==> src/rtl/div_pulse_gen.sv <==
// Multi-channel programmable divider producing registered pulse or square enables.
// Each channel shadows its period/phase/mode and reloads them only at a period boundary.
module div_pulse_gen #(
    parameter int NUM_CH = 2,
    parameter int CNT_W  = 8
) (
    input  logic                      clk,
    input  logic                      rst,
    input  logic [NUM_CH-1:0]         en,
    input  logic                      sync,
    input  logic [NUM_CH*CNT_W-1:0]   div_n,
    input  logic [NUM_CH*CNT_W-1:0]   phase,
    input  logic [NUM_CH-1:0]         mode,
    output logic [NUM_CH-1:0]         po_flag,
    output logic [NUM_CH-1:0]         wrap
);

    genvar gi;
    generate
        for (gi = 0; gi < NUM_CH; gi++) begin : g_ch
            logic [CNT_W-1:0] cnt_reg;
            logic [CNT_W-1:0] cnt_next;
            logic [CNT_W-1:0] div_reg;
            logic [CNT_W-1:0] ph_reg;
            logic             md_reg;
            logic             po_reg;
            logic             po_next;
            logic             wrap_reg;
            logic             wrap_next;
            logic             at_end;
            logic             restart;
            logic [CNT_W-1:0] ph_eff;

            always_comb begin
                at_end    = (cnt_reg == div_reg);
                // Counter restart and config reload share one condition.
                restart   = !en[gi] || sync || at_end;
                ph_eff    = (ph_reg > div_reg) ? div_reg : ph_reg;
                cnt_next  = restart ? '0 : cnt_reg + CNT_W'(1);
                po_next   = 1'b0;
                if (en[gi]) begin
                    if (md_reg)
                        po_next = (cnt_reg <= (div_reg >> 1));
                    else
                        po_next = (cnt_reg == ph_eff);
                end
                wrap_next = en[gi] && at_end;
            end

            always_ff @(posedge clk) begin
                if (rst) begin
                    cnt_reg  <= '0;
                    div_reg  <= '0;
                    ph_reg   <= '0;
                    md_reg   <= 1'b0;
                    po_reg   <= 1'b0;
                    wrap_reg <= 1'b0;
                end else begin
                    cnt_reg  <= cnt_next;
                    po_reg   <= po_next;
                    wrap_reg <= wrap_next;
                    if (restart) begin
                        div_reg <= div_n[gi*CNT_W +: CNT_W];
                        ph_reg  <= phase[gi*CNT_W +: CNT_W];
                        md_reg  <= mode[gi];
                    end
                end
            end

            assign po_flag[gi] = po_reg;
            assign wrap[gi]    = wrap_reg;
        end
    endgenerate

endmodule

==> config.mk <==
export PLATFORM = sky130hd
export DESIGN_NAME = div_pulse_gen
export DESIGN_NICKNAME = d
export VERILOG_FILES = /design/src/rtl/div_pulse_gen.sv
export SDC_FILE = /design/constraint.sdc
export NUM_CORES = 1
export LEC_CHECK = 0
export ABC_CLOCK_PERIOD_IN_PS = 2100
export BUFFER_PORTS_ARGS = -buffer_cell sky130_fd_sc_hd__buf_2
export CORE_AREA = 2 2 87 89
export CTS_BUF_LIST = sky130_fd_sc_hd__clkbuf_4 sky130_fd_sc_hd__clkbuf_8
export DETAILED_ROUTE_END_ITERATION = 12
export DIE_AREA = 0 0 89 91
export PLACE_DENSITY_LB_ADDON = 0.05
export SYNTH_ARGS = -nofsm -noshare
export SYNTH_HDL_FRONTEND = slang
export SYNTH_SLANG_ARGS = --single-unit
==> constraint.sdc <==
create_clock -name clk -period 2.1 [get_ports clk]
set_input_delay 0.21 -clock clk [delete_from_list [all_inputs] [get_ports clk]]
set_output_delay 0.21 -clock clk [all_outputs]
set_load 0.01 [all_outputs]
==> qor.yml <==
run_status: "finished, violations left"
violations: "setup timing"
finalHoldViolations: 0
drtPass1Iterations: 4
multi_input_comb_area_um2: 1960
critical_path.endpoint_type: "flop"
maxCapViolations: 0
route.detailed.vias_per_inst: 4.91
static_leak_nw: 1.89
power_density_nw_per_um2: 594
setup_violating_endpoint_count_in_the_final_report: 22
coreArea_um2: 7140
clock_tree.buffer_depth: 2
worst_pin_slew_ns: 0.427
cts_num_sinks: 54
place.gp.congestion: 0.950
postSynthCellCount: 345
cts_inserted_buffers: 5
worst_hold_slack_ns: 0.125
first_global_vias: 2649
num-nets-final: 509
detailedPlacementHpwl_um: 6010
fin_skew_ns: 0.0103
cp_max_fo: 14
postSynthAreaPerCell_um2: 9.12
regArea_um2: 1100
yosysUniqueCellTypes: 37
avgRoutedWirePerCell_um: 14.1
grt_antenna_before_repair: 0
cts_tree: "yes"
syn-num-nets: 416
vdd_drop_max_mv: 0.263
placement_rows: 31
arrival_ns: 2.34
final_design_area_no_fill_um2: 4110
critical_path.startpoint_type: "flop"
crit_type: "reg2reg"
filler_cell_count: 695
clock_root_cell: "clkbuf_8"
min_period_ns: 2.15
final_layout_size_suffix_gt1_share_pct: 33.0
remaining_drc_errors: 0
mappedNetlistArea_um2: 3150
final_period_utilization_pct: 102
drv_slew: 0
io-pin-count: 43
fmaxAchievable_mhz: 465
chipHeight_um: 91
grt_setup_unrepaired: "yes"
slew_headroom_pct: 71.5
grt-ovfl-total: 0
postLayoutSetupSlackWorst_ns: -0.0487
h-tree-depth: 2
grt_pass1_wl_um: 12400
floorplan.die_area_um2: 8100
synthToLayoutAreaGrowth_pct: 30.6
required_ns: 2.29
globalRouteTotalUtil_pct: 19.8
grt_max_degree: 41
ys.warnings.count: 0
drt.antenna.violating_nets: 0
route.vias.total: 2640
cts.reportedPaths.clkPinSlew_ns: 0.10
synth_seq_cells: 54
clkLatencyLatePin_ns: 0.31
diodes: 0
initial_utilization_pct: 44.1
detail_route.iter0.violations: 59
number_of_buffers_inserted_by_port_buffering: 42
yosysSeqAreaShare_pct: 34.3
hold_path.class: "in2reg"
die_width_um: 89
dpl_cell_area_um2: 3850
drt_wl_total_um: 7600
power_w: 0.00244
-- synthesized netlist by cell type --
library cell	n	area [um2]
nor2_1	57	214
dfxtp_1	54	1080
mux2i_1	38	380
ha_1	32	400
xor2_1	28	245
inv_1	22	82.6
nand3_1	14	70.1
xnor2_1	13	114
o21ai_0	11	55.1
clkbuf_1	8	30.0
a21oi_1	7	35.0
nand4_1	7	43.8
and3_1	4	25.0
buf_2	4	20.0
buf_4	4	30.0
nor2b_1	4	25.0
nor3_1	4	20.0
nor4_1	3	18.8
a211oi_1	2	15.0
and3b_1	2	17.5
buf_6	2	22.5
nand2b_1	2	12.5
nor3b_1	2	15.0
nor4bb_1	2	20.0
o211ai_1	2	15.0
o21a_1	2	15.0
o22ai_1	2	12.5
o31ai_1	2	15.0
or2_2	2	12.5
or3b_2	2	17.5
a2111oi_0	1	8.76
a211o_1	1	8.76
a221o_1	1	10.0
buf_8	1	15.0
mux2_2	1	11.3
or3_1	1	6.26
or4_1	1	7.51
-- logic make-up after synthesis --
| logic type | Yosys count | share of synthesized area, % |
|---|---|---|
| adder cells (fa/ha/maj) | 32 | 12.7 |
| buffers and inverters | 41 | 6.36 |
| XOR/XNOR | 41 | 11.4 |
| AND/OR/NAND/NOR | 107 | 16.7 |
| multiplexers | 39 | 12.4 |
| flip-flops | 54 | 34.3 |
| AO/OA/AOI/OAI | 31 | 6.04 |
-- repair_timing --
item	CTS	global route
pin swaps	11	11
hold buffers	0	0
endpoints found under the setup margin	27	44
gates cloned	0	0
buffers inserted	4	1
gates resized for setup	12	20
hold endpoints to repair	0	0
-- final timing paths --
path	start	end	slack [ns]	depth (start not counted)
worst max-delay path	g_ch[0].div_reg[6]	g_ch[0].ph_reg[0]	-0.05	8
worst min-delay path	div_n[15]	g_ch[1].div_reg[7]	0.12	3
worst max register to register	g_ch[0].div_reg[6]	g_ch[0].ph_reg[0]	-0.05	8
worst min register to register	g_ch[0].md_reg	g_ch[0].md_reg	0.52	2
-- metal layers --
layer | up-vias | global-route usage (%) | routed length (um)
met4 | 0 | 8.46 | 237
met2 | 40 | 35.4 | 3920
met3 | 19 | 2.82 | 182
met1 | 1224 | 22.8 | 3250
met5 | - | 0 | 0
li1 | 1357 | - | -
-- where the power goes --
group | internal, W | switching, W | total [W]
logic | 0.000334 | 0.000268 | 0.000601
clock network | 0.000355 | 0.000364 | 0.000719
registers | 0.00108 | 0.0000412 | 0.00112
-- worst max-delay path, stage by stage, from the launching register on --
cell	delay [ns]
dfxtp_2	0.36
xor2_1	0.16
nor4_1	0.29
nand3_1	0.14
or4_4	0.44
and3b_2	0.26
buf_12	0.16
mux2i_1	0.15
nor2_1	0.06
-- per-stage QoR --
step	cells	setup WS (ns)	util (%)	TNS, ns
after floorplan	345	-0.0669	-	-0.669
after global placement	525	-0.221	53.9	-4.63
after detailed placement	525	-0.240	53.9	-4.94
after CTS	537	-0.0986	56.3	-1.31
after global routing	538	-0.204	57.6	-4.20
final	538	-0.0487	57.6	-0.438
-- placed cells by master (no fill, tap or decap), types with 3 or more instances in the layout --
| master | n |
|---|---|
| nor2_1 | 57 |
| nor2b_1 | 4 |
| mux2i_1 | 37 |
| dfxtp_1 | 43 |
| buf_2 | 42 |
| clkbuf_8 | 5 |
| nand3_1 | 14 |
| nor3_1 | 4 |
| and3_1 | 4 |
| inv_1 | 21 |
| ha_4 | 3 |
| o21ai_0 | 8 |
| xor2_1 | 27 |
| dfxtp_2 | 9 |
| xnor2_1 | 13 |
| ha_1 | 29 |
| buf_4 | 58 |
| buf_12 | 3 |
| nand4_1 | 7 |
| a21oi_1 | 7 |
| nor4_1 | 3 |
-- layout make-up --
cell class / count / share of cell area (%)
Inverter: 22 / 2.01
Timing Repair Buffer: 105 / 17.8
Clock inverter: 3 / 1.10
Clock buffer: 5 / 1.67
Tap cell: 99 / 3.01
Multi-Input combinational cell: 250 / 47.7
Sequential cell: 54 / 26.7
Note: power is estimated with default switching activity, not from simulation.
